**src/rtl/uart_tx_engine.sv**
```systemverilog
// UART transmit engine: accepts a word, requests the line via tx_rts_n/tx_cts_n,
// then serialises start, LSB-first data, optional parity and stop bit(s).
module uart_tx_engine #(
    parameter int CLK_DIV    = 16,
    parameter int DATA_W     = 8,
    parameter int PARITY_EN  = 0,
    parameter int PARITY_ODD = 0,
    parameter int STOP_BITS  = 1,
    parameter int CTS_TO     = 1024
) (
    input  logic              tck,
    input  logic              rst,
    input  logic [DATA_W-1:0] data_i,
    input  logic              valid_i,
    output logic              ready_o,
    output logic              tx_rts_n,
    input  logic              tx_cts_n,
    input  logic              tx_enable,
    output logic              tx,
    output logic              busy_o,
    output logic              cts_to_o
);

    localparam int BAUD_W = $clog2(CLK_DIV);
    localparam int TO_W   = (CTS_TO > 1) ? $clog2(CTS_TO) : 1;
    localparam int BIT_W  = $clog2(DATA_W);

    localparam logic [BAUD_W-1:0] BAUD_LAST = BAUD_W'(CLK_DIV - 1);
    localparam logic [TO_W-1:0]   TO_LAST   = TO_W'(CTS_TO - 1);
    localparam logic [BIT_W-1:0]  DATA_LAST = BIT_W'(DATA_W - 1);
    localparam logic [BIT_W-1:0]  STOP_LAST = BIT_W'(STOP_BITS - 1);

    typedef enum logic [2:0] {
        S_IDLE, S_REQ, S_BACKOFF, S_START, S_DATA, S_PARITY, S_STOP, S_DONE
    } state_t;

    state_t              state, state_n;
    logic [BAUD_W-1:0]   baud_cnt, baud_n;
    logic [BIT_W-1:0]    bit_cnt, bit_n;
    logic [TO_W-1:0]     to_cnt, to_n;
    logic [DATA_W-1:0]   shreg, shreg_n;
    logic                par, par_n;
    logic                tx_n, rts_n_n, cto_n;
    logic                bit_end, grant;

    assign ready_o = (state == S_IDLE);
    assign bit_end = (baud_cnt == BAUD_LAST);
    assign grant   = !tx_cts_n && tx_enable;

    always_comb begin
        state_n = state;
        baud_n  = baud_cnt;
        bit_n   = bit_cnt;
        to_n    = to_cnt;
        shreg_n = shreg;
        par_n   = par;
        cto_n   = 1'b0;

        if (state inside {S_START, S_DATA, S_PARITY, S_STOP})
            baud_n = bit_end ? '0 : baud_cnt + 1'b1;

        case (state)
            S_IDLE: begin
                if (valid_i) begin
                    shreg_n = data_i;
                    par_n   = (^data_i) ^ (PARITY_ODD != 0);
                    to_n    = '0;
                    state_n = S_REQ;
                end
            end
            S_REQ: begin
                // A grant in the final timeout cycle still wins over the retry.
                if (grant) begin
                    baud_n  = '0;
                    bit_n   = '0;
                    state_n = S_START;
                end else if (to_cnt == TO_LAST) begin
                    cto_n   = 1'b1;
                    state_n = S_BACKOFF;
                end else begin
                    to_n = to_cnt + 1'b1;
                end
            end
            S_BACKOFF: begin
                to_n    = '0;
                state_n = S_REQ;
            end
            S_START: begin
                if (bit_end) state_n = S_DATA;
            end
            S_DATA: begin
                if (bit_end) begin
                    shreg_n = shreg >> 1;
                    if (bit_cnt == DATA_LAST) begin
                        bit_n   = '0;
                        state_n = (PARITY_EN != 0) ? S_PARITY : S_STOP;
                    end else begin
                        bit_n = bit_cnt + 1'b1;
                    end
                end
            end
            S_PARITY: begin
                if (bit_end) state_n = S_STOP;
            end
            S_STOP: begin
                if (bit_end) begin
                    if (bit_cnt == STOP_LAST) begin
                        bit_n   = '0;
                        state_n = S_DONE;
                    end else begin
                        bit_n = bit_cnt + 1'b1;
                    end
                end
            end
            S_DONE:  state_n = S_IDLE;
            default: state_n = S_IDLE;
        endcase

        // Line outputs are registered from the next state so they change with it.
        case (state_n)
            S_START:  tx_n = 1'b0;
            S_DATA:   tx_n = shreg_n[0];
            S_PARITY: tx_n = par_n;
            default:  tx_n = 1'b1;
        endcase
        rts_n_n = !(state_n inside {S_REQ, S_START, S_DATA, S_PARITY, S_STOP});
    end

    always_ff @(posedge tck) begin
        if (rst) begin
            state    <= S_IDLE;
            baud_cnt <= '0;
            bit_cnt  <= '0;
            to_cnt   <= '0;
            shreg    <= '0;
            par      <= 1'b0;
            tx       <= 1'b1;
            tx_rts_n <= 1'b1;
            busy_o   <= 1'b0;
            cts_to_o <= 1'b0;
        end else begin
            state    <= state_n;
            baud_cnt <= baud_n;
            bit_cnt  <= bit_n;
            to_cnt   <= to_n;
            shreg    <= shreg_n;
            par      <= par_n;
            tx       <= tx_n;
            tx_rts_n <= rts_n_n;
            busy_o   <= (state_n != S_IDLE);
            cts_to_o <= cto_n;
        end
    end

endmodule
```
**config.mk**
```make
export PLATFORM = sky130hd
export DESIGN_NAME = uart_tx_engine
export DESIGN_NICKNAME = d
export VERILOG_FILES = /design/src/rtl/uart_tx_engine.sv
export SDC_FILE = /design/constraint.sdc
export NUM_CORES = 1
export LEC_CHECK = 0
export BUFFER_PORTS_ARGS = -buffer_cell sky130_fd_sc_hd__buf_2
export CORE_ASPECT_RATIO = 0.8
export CORE_MARGIN = 1.5
export CORE_UTILIZATION = 65
export CTS_BUF_LIST = sky130_fd_sc_hd__clkbuf_4
export CTS_CLUSTER_SIZE = 25
export DETAILED_ROUTE_END_ITERATION = 12
export GPL_TIMING_DRIVEN = 0
export PLACE_DENSITY = 0.94
export SLEW_MARGIN = 20
export SYNTH_ARGS = -nofsm -noshare
export SYNTH_HDL_FRONTEND = slang
export SYNTH_SLANG_ARGS = --single-unit
export TNS_END_PERCENT = 20
```
**constraint.sdc**
```tcl
create_clock -name tck -period 5 [get_ports tck]
set_input_delay 1.25 -clock tck [delete_from_list [all_inputs] [get_ports tck]]
set_output_delay 1.25 -clock tck [all_outputs]
set_load 0.05 [all_outputs]
```
==> reports/qor.csv, run 1 <==
metric,value,unit
Final min period,2770,ps
Clock Skew,11.5,ps
DR iter-0 viols,137,
Synth Register Bits,33,
global-route wire length before repair,6020,um
RSZ-0062 raised after global routing,false,
buffers added on ports,17,
GR met2 Demand/Resource,37.9,%
Critical Path RT,3750,ps
number of flops mapped to enable cells by yosys,0,
Final Hold Fails,0,
number of hold buffers added after cts,0,
met1 Track Usage GR,37.8,%
vias in the first global route,1385,
FP Rows,16,
Yosys cell types,40,
busiest metal layer after global routing,met2,
antenna violations before repair,0,
most frequent cell on the critical path,buf_2,
largest net degree at the start of global routing,11,
leak pwr,0.703,nW
Hold Path Origin,shreg[6],
Worst path slowest cell,dfxtp_1,
maximum vdd drop,0.000206,V
clock latency on the worst-skew pair,340,ps
All-Layer GR Usage,27.4,%
Async SR Flop Fraction,0,%
CTS sink count,33,
Hold Path End,shreg[6],
worst path buffer plus inverter count,3,
most area-hungry cell type in the Yosys netlist,dfxtp_1,
met3 global-route usage,9.63,%
CTS Buf Count,5,
DRC Markers,0,
fmax,361,MHz
Antenna Cells,0,
"top cells by area, synth","dfxtp_1, nor2_1, a21oi_1",
Root Driver,clkbuf_4,
H-tree Lvls,2,
dpl hpwl,2500,um
Die W,59.8,um
layout cell share with drive strength beyond 1,14.5,%
Mean Syn Cell Area,8.31,sq um
"Cell Area, Synth",0.00168,sq mm
Worst-Margin Slew,1040,ps
final net count,244,
"Slew Viols, Final",0,
Critical Path Sink Type,output pin,
sequential area share after synthesis,39.3,%
worst path arrival time,1520,ps
via count,1510,
area delta synth->final,11.0,%
FF-to-FF path depth,7,
First-pass DRT Iterations,4,
hold path depth,2,
Setup TNS Final,0,ps
"Core Util, Final",76.3,%
overall die height,48.5,um
max-cap viol count,0,
clk buf depth,2,
antenna-violating nets left,0,
Final period util,55.3,%
critical path launch point type,register,
Final GP Congestion,0.920,
"Max FO, Critical Path",10,
Worst Setup Path Type,reg -> out,
power per cell area,273,mW/mm^2
DIE AREA,0.00290,sq mm
Mapped Nets,220,
GRT Residual Overflow,0,
drt via density,5.74,
CP max stage delay,310,ps
CTS tree,done,
Slew HR,30.2,%
worst min-delay path class,reg -> reg,
crit-path leading delay family,buffers and inverters,
synth warn,0,
Starting Density,68.7,%
Synth Flop Type,dfxtp_1,
Post-CTS Setup Bufs,0,
r2r setup slk,2860,ps
WL per Instance,13.2,um
final wirelength,3480,um
I/O pin count,18,
Crit Reg-Reg Startpoint,baud_cnt[0],
post-CTS resize count,0,
Worst R2R End,tx,
status,completed,
Setup-failing EPs final,0,
critical path cell sequence,"buf_2, clkbuf_1, nor3_1, buf_2",
post-synthesis cell count,202,
share of the synthesized area in the top cell type,39.3,%
clock transition at the registers of the reported paths,90,ps
core area,0.00244,sq mm
## cells by family (layout without fill, tap and decap cells)
logic type / Yosys count / after routing / share of synthesized area, %
XOR/XNOR: 17 / 17 / 8.87
multiplexers: 1 / 1 / 0.596
buffers and inverters: 13 / 38 / 3.06
AND/OR/NAND/NOR: 87 / 87 / 26.4
adder cells (fa/ha/maj): 5 / 5 / 3.73
AO/OA/AOI/OAI: 46 / 46 / 18.0
flip-flops: 33 / 33 / 39.3
## flip-flops by register name, summed over array words and instances (netlist names)
name	count
bit_cnt	3
baud_cnt	4
shreg	8
busy_o	1
tx_rts_n	1
cts_to_o	1
state	3
to_cnt	10
tx	1
par	1
## through the flow
step / hold slack [ps] / instance area [sq um] / cells / power [W] / worst slack, ps
after floorplan: 436 / 1680 / 202 / 0.000344 / 2060
after global placement: 442 / 1810 / 255 / 0.000363 / 2180
after detailed placement: 449 / 1810 / 255 / 0.000365 / 2120
after CTS: 463 / 1860 / 263 / 0.000512 / 2210
after global routing: 481 / 1860 / 263 / 0.000537 / 2110
final: 462 / 1860 / 263 / 0.000508 / 2230
## area by class of cell
class	instances	area (sq um)
Sequential cell	33	661
Buffer	7	28.8
Fill cell	193	578
Multi-Input combinational cell	156	967
Clock buffer	6	45.0
Clock inverter	2	10.0
Inverter	6	22.5
Tap cell	36	45.0
Timing Repair Buffer	17	85.1
## worst min-delay path: stages (launching register included)
cell	delay, ps
dfxtp_1	320
nand2_1	50
a21oi_1	50
## metal layers
| metal | vias to the layer above | routed length, um |
|---|---|---|
| li1 | 769 | - |
| met1 | 693 | 1660 |
| met2 | 38 | 1540 |
| met3 | 10 | 197 |
| met4 | 0 | 74 |
| met5 | - | 0 |
## cell usage after synthesis (2+ instances only)
cell type,count
inv_1,5
nand2_1,18
nand4_1,7
and3_1,3
or3_1,3
clkbuf_1,5
nor2_1,27
buf_2,2
o21a_1,2
a22oi_1,8
o21ai_0,2
nand2b_1,4
xor2_1,10
o31ai_1,3
nor2b_1,2
nand3b_1,2
a221oi_1,2
a21oi_1,20
nand3_1,5
a211oi_1,2
nor3_1,7
ha_1,5
dfxtp_1,33
and2_1,3
xnor2_1,7
## worst max path at each step
stage               startpoint       end  slack (ps)  cells past startpoint
floorplan             state[2]   ready_o        2060                      3
detailed placement     valid_i        tx        2120                      7
global route          state[2]   ready_o        2110                      4
CTS                   state[2]   ready_o        2210                      4
global placement      tx_cts_n  tx_rts_n        2180                      7
finish                state[2]   ready_o        2230                      4
## report_power, final
part / switching [W] / leakage [nW] / internal [W]
Sequential: 0.00000614 / 0.268 / 0.000272
Combinational: 0.0000514 / 0.399 / 0.0000305
Clock: 0.0000893 / 0.0354 / 0.0000589
## layout by cell type (no fill, tap or decap), drive strengths merged, types with 2 or more instances in the layout
cell and n:
buf 19, o21a 2, nor3 8, a31oi 2, a22oi 8, a211oi 2, dfxtp 33, nand4 7
or3 3, and2 3, nand2 18, nand3 5, a221oi 2, clkbuf 11, xnor2 7, nand3b 2
a21oi 21, nor2 27, ha 5, clkinv 2, nand2b 4, o31ai 3, o21ai 2, xor2 10
and3 3, nor2b 2, inv 6
Note: power is estimated with default switching activity, not from simulation.
==> run 2: changes to the inputs <==
--- a/config.mk
+++ b/config.mk
@@ -8,12 +8,12 @@
 export BUFFER_PORTS_ARGS = -buffer_cell sky130_fd_sc_hd__buf_2
 export CORE_ASPECT_RATIO = 0.8
 export CORE_MARGIN = 1.5
-export CORE_UTILIZATION = 65
+export CORE_UTILIZATION = 54
 export CTS_BUF_LIST = sky130_fd_sc_hd__clkbuf_4
 export CTS_CLUSTER_SIZE = 25
 export DETAILED_ROUTE_END_ITERATION = 12
 export GPL_TIMING_DRIVEN = 0
-export PLACE_DENSITY = 0.94
+export PLACE_DENSITY = 0.84
 export SLEW_MARGIN = 20
 export SYNTH_ARGS = -nofsm -noshare
 export SYNTH_HDL_FRONTEND = slang
==> constraint.sdc (replaced) <==
create_clock -name tck -period 2.2 [get_ports tck]
set_input_delay 0.55 -clock tck [delete_from_list [all_inputs] [get_ports tck]]
set_output_delay 0.55 -clock tck [all_outputs]
set_load 0.05 [all_outputs]
==> run 2 against run 1 <==
Compared with the run above: combinational power is 130% higher; critical path depth is 1 lower; sequential share of layout area is 0.47 points lower; first-iteration DRC count is 22% lower; via count is 2.3% lower; clock skew is 1.4 ps higher; global-route usage is 5.4 points lower; register-to-register slack worse by 2700 ps; cell count is 0.76% higher; routed wire length is 3.0% lower; hold slack worse by 27 ps; critical endpoint unchanged.
==> reports/qor.csv, run 2 (synthesis results as in run 1) <==
metric,value,unit
core area,0.00285,sq mm
Critical Path RT,1650,ps
"Slew Viols, Final",0,
Final period util,94.1,%
buffers added on ports,17,
Final GP Congestion,0.819,
leak pwr,0.700,nW
CP endpoint,ready_o,
Comb power frac,16.5,%
Root Driver,clkbuf_4,
clock power share,28.5,%
maximum vdd drop,0.000436,V
FF-to-FF path depth,7,
antenna-violating nets left,0,
Crit. Startpoint,state[0],
I/O pin count,18,
Fillers,248,
CTS tree,done,
FP Rows,17,
WL per Instance,12.7,um
Slew HR,41.7,%
Post-CTS Setup Bufs,0,
power per cell area,609,mW/mm^2
overall die height,52.9,um
Final min period,2070,ps
Crit Reg-Reg Startpoint,baud_cnt[0],
Sw Pwr,0.000341,W
Sequential Power Share,55.0,%
Clock Skew,12.9,ps
H-tree Lvls,2,
Antenna Cells,0,
Worst Setup Path Type,reg -> out,
final wirelength,3370,um
worst min-delay path class,in -> reg,
First-pass DRT Iterations,4,
Starting Density,58.9,%
clock transition at the registers of the reported paths,110,ps
vias in the first global route,1361,
status,completed,
worst path arrival time,1520,ps
Worst-Margin Slew,867,ps
DRC Markers,0,
area delta synth->final,12.5,%
sw frac,29.6,%
DR iter-0 viols,107,
largest net degree at the start of global routing,12,
Setup-failing EPs final,0,
number of hold buffers added after cts,0,
post-CTS resize count,0,
dpl hpwl,2540,um
final net count,244,
area post-placement,0.00182,sq mm
final design area excluding fillers,0.00189,sq mm
CTS sink count,33,
DIE AREA,0.00346,sq mm
Final Hold Fails,0,
Biggest register,to_cnt,
"commonest non-fill, non-tap cell in the layout",dfxtp_1,
drt via density,5.57,
CTS Buf Count,5,
fmax,483,MHz
Die W,65.3,um
antenna violations before repair,0,
clock latency on the worst-skew pair,330,ps
RSZ-0062 raised after global routing,true,
max-cap viol count,0,
internal power,0.000810,W
most frequent cells in the layout,"dfxtp_1, nor2_1, a21oi_1, buf_2, nand2_1",
hold_ws,435,ps
clk buf depth,2,
via count,1476,
All-Layer GR Usage,22.0,%
max reg flops,10,
critical path launch point type,register,
Critical Path Sink Type,output pin,
layout cell share with drive strength beyond 1,15.9,%
Worst R2R End,tx_rts_n,
"Max FO, Critical Path",10,
Largest regs,"to_cnt (10), shreg (8), baud_cnt (4)",
r2r setup slk,150,ps
global-route wire length before repair,5840,um
GRT Residual Overflow,0,
[run 2: changes by cell type in the layout (fill, tap and decap cells not counted), sizes merged]
cell / change
clkinvlp: +1
clkbuf: -1
[run 2: worst min-delay path by stage]
stage / startpoint / endpoint / slack [ps] / depth (start not counted)
3_3_place_gp: shreg[5] / shreg[5] / 440 / 2
6_report: rst / tx_rts_n / 430 / 2
3_5_place_dp: shreg[5] / shreg[5] / 450 / 2
2_1_floorplan: shreg[2] / shreg[2] / 440 / 2
5_1_grt: rst / tx_rts_n / 440 / 2
4_1_cts: rst / tx_rts_n / 430 / 2
[run 2: worst max-delay path, cell delays in order, from the launching register on]
cell	delay (ps)
dfxtp_1	470
clkbuf_1	400
nor3_2	90
buf_2	230
[run 2: power by group through the flow]
stage / registers (W) / logic (W) / clock network (W)
6_report: 0.000633 / 0.000189 / 0.000328
5_1_grt: 0.000635 / 0.000213 / 0.000360
4_1_cts: 0.000632 / 0.000187 / 0.000333
3_5_place_dp: 0.000646 / 0.000186 / 0
3_3_place_gp: 0.000645 / 0.000183 / 0
2_1_floorplan: 0.000658 / 0.000124 / 0
[run 2: layout make-up]
type                    count  area (sq um)  share of cell area (%)
well taps                  38          47.5                    2.52
repair buffers             17          85.1                    4.50
flip-flops and latches     33           661                    35.0
inverters                   6          22.5                    1.19
clock buffers               5          37.5                    1.99
clock inverters             3          17.5                   0.927
multi-input cells         156           990                    52.4
plain buffers               7          28.8                    1.52
[run 2: routing by layer]
metal | track usage [%] | wire, um | part of all wire, %
met5 | 0 | 0 | 0
met4 | 6.25 | 30 | 0.89
met3 | 5.96 | 215 | 6.4
met2 | 33.7 | 1400 | 42
met1 | 30.4 | 1720 | 51
[run 2: stage by stage]
| step | std cells | TNS (ps) | util [%] | worst slack [ps] | power [W] |
|---|---|---|---|---|---|
| after floorplan | 202 | 0 | - | 321 | 0.000783 |
| after global placement | 257 | 0 | 63.7 | 70.1 | 0.000828 |
| after detailed placement | 257 | 0 | 63.7 | 52.6 | 0.000832 |
| after CTS | 265 | 0 | 65.7 | 57.1 | 0.00115 |
| after global routing | 265 | -13.9 | 66.3 | -13.9 | 0.00121 |
| final | 265 | 0 | 66.3 | 130 | 0.00115 |
==> run 3: changes to the inputs <==
--- a/config.mk
+++ b/config.mk
@@ -6,14 +6,15 @@
 export NUM_CORES = 1
 export LEC_CHECK = 0
 export BUFFER_PORTS_ARGS = -buffer_cell sky130_fd_sc_hd__buf_2
+export CAP_MARGIN = 20
 export CORE_ASPECT_RATIO = 0.8
 export CORE_MARGIN = 1.5
-export CORE_UTILIZATION = 54
+export CORE_UTILIZATION = 60
 export CTS_BUF_LIST = sky130_fd_sc_hd__clkbuf_4
 export CTS_CLUSTER_SIZE = 25
 export DETAILED_ROUTE_END_ITERATION = 12
 export GPL_TIMING_DRIVEN = 0
-export PLACE_DENSITY = 0.84
+export PLACE_DENSITY = 0.88
 export SLEW_MARGIN = 20
 export SYNTH_ARGS = -nofsm -noshare
 export SYNTH_HDL_FRONTEND = slang
==> constraint.sdc (replaced) <==
create_clock -name tck -period 2.3 [get_ports tck]
set_input_delay 0.575 -clock tck [delete_from_list [all_inputs] [get_ports tck]]
set_output_delay 0.575 -clock tck [all_outputs]
set_load 0.05 [all_outputs]
==> run 3 against run 2 <==
Compared with the run above: register-to-register slack worse by 20 ps; clock-buffer cell count stayed put; global-route usage is 2.6 points higher; routed wire length is 3.5% higher; hold slack better by 20 ps; sequential cell count stayed put; core utilization is 6.8 points higher; cell area is 1.6% lower; first-iteration DRC count is 33% higher.
==> reports/qor.csv, run 3 (synthesis results as in run 1) <==
metric,value,unit
CP max stage delay,380,ps
Setup-failing EPs final,0,
Crit Reg-Reg Startpoint,baud_cnt[0],
Fillers,204,
Worst Setup Path Type,reg -> reg,
core area,0.00254,sq mm
hold path depth,2,
number of hold buffers added after cts,0,
global-route wire length before repair,6130,um
Final period util,94.4,%
vias in the first global route,1396,
WL per Instance,13.3,um
worst path arrival time,2410,ps
final net count,244,
Worst-Margin Slew,920,ps
GRT Residual Overflow,0,
Hold Path Origin,rst,
Final Hold Fails,0,
internal power,0.000768,W
via count,1554,
Worst path slowest cell,dfxtp_1,
Critical Path RT,2530,ps
Final min period,2170,ps
clock transition at the registers of the reported paths,100,ps
FP Rows,16,
clk buf depth,2,
First-pass DRT Iterations,5,
Comb power frac,16.7,%
"Max FO, Critical Path",8,
Hold Path End,tx_rts_n,
Root Driver,clkbuf_4,
DIE AREA,0.00313,sq mm
Setup TNS Final,0,ps
final wirelength,3490,um
Sw Pwr,0.000316,W
CTS tree,done,
Critical Path Sink Type,register,
Worst R2R End,tx_rts_n,
sw frac,29.1,%
layout cell share with drive strength beyond 1,13.7,%
Die W,62.1,um
hold_ws,454,ps
Clock Skew,11.4,ps
leak pwr,0.697,nW
buffers added on ports,17,
largest net degree at the start of global routing,11,
dpl hpwl,2610,um
antenna-violating nets left,0,
area delta synth->final,10.7,%
CTS sink count,33,
DRC Markers,0,
r2r setup slk,130,ps
Starting Density,66.0,%
fmax,460,MHz
Sequential Power Share,55.8,%
worst path buffer plus inverter count,0,
overall die height,50.3,um
H-tree Lvls,2,
clock power share,27.5,%
I/O pin count,18,
FF-to-FF path depth,7,
max-cap viol count,0,
critical path cell sequence,"ha_1, nand3_1, o21a_1, o221ai_1, a21oi_1, o21a_1, or3_1",
status,completed,
Biggest register,to_cnt,
antenna violations before repair,0,
maximum vdd drop,0.000355,V
post-CTS resize count,0,
clock latency on the worst-skew pair,340,ps
worst min-delay path class,in -> reg,
most frequent cell on the critical path,o21a_1,
Antenna Cells,0,
drt via density,5.91,
Post-CTS Setup Bufs,0,
max reg flops,10,
crit-path leading delay family,compound AO/OA/AOI/OAI gates,
"Slew Viols, Final",0,
All-Layer GR Usage,24.5,%
Final GP Congestion,0.878,
"commonest non-fill, non-tap cell in the layout",dfxtp_1,
RSZ-0062 raised after global routing,false,
Slew HR,38.1,%
power per cell area,583,mW/mm^2
DR iter-0 viols,142,
CTS Buf Count,5,
most frequent cells in the layout,"dfxtp_1, nor2_1, a21oi_1, buf_2, nand2_1",
critical path launch point type,register,
Largest regs,"to_cnt (10), shreg (8), baud_cnt (4)",
## run 3: power by group through the flow
stage	combinational, W	sequential (W)	clock, W
finish	0.000180	0.000605	0.000298
global route	0.000196	0.000608	0.000331
CTS	0.000178	0.000604	0.000307
detailed placement	0.000175	0.000618	0
global placement	0.000171	0.000617	0
floorplan	0.000118	0.000630	0
## run 3: stage by stage
step / setup WS [ps] / area (sq um) / instances / util [%] / power [W]
after global routing: 10.3 / 1860 / 263 / 73.1 / 0.00114
after floorplan: 30.4 / 1680 / 202 / - / 0.000748
final: 128 / 1860 / 263 / 73.1 / 0.00108
after global placement: 172 / 1810 / 255 / 71.2 / 0.000788
after detailed placement: 135 / 1810 / 255 / 71.2 / 0.000793
after CTS: 142 / 1860 / 263 / 73.1 / 0.00109
## run 3: worst max path at each step
stage	start	to	slack, ps	depth (start not counted)
after floorplan	state[2]	ready_o	30	3
after global placement	tx_cts_n	tx_rts_n	170	7
after detailed placement	tx_cts_n	tx_rts_n	130	7
after CTS	baud_cnt[0]	tx_rts_n	140	7
after global routing	baud_cnt[0]	tx	10	7
final	baud_cnt[0]	tx_rts_n	130	7
## run 3: metal layers
layer  track usage, %  share of wire [%]  vias up
met5                0                  0        -
met4             8.52                1.5        0
met3             6.28                6.0        8
met2             39.5                 45       51
met1             32.4                 48      723
li1                 -                  -      772
## run 3: cell type report
cell class	instances	area [sq um]	share of cell area [%]
sequential	33	661	35.5
multi-input combinational	156	967	52.0
buffer	7	28.8	1.55
inverter	6	22.5	1.21
clock buffer	5	37.5	2.02
timing repair buffer	17	85.1	4.58
tap	36	45.0	2.42
clock inverter	3	12.5	0.673
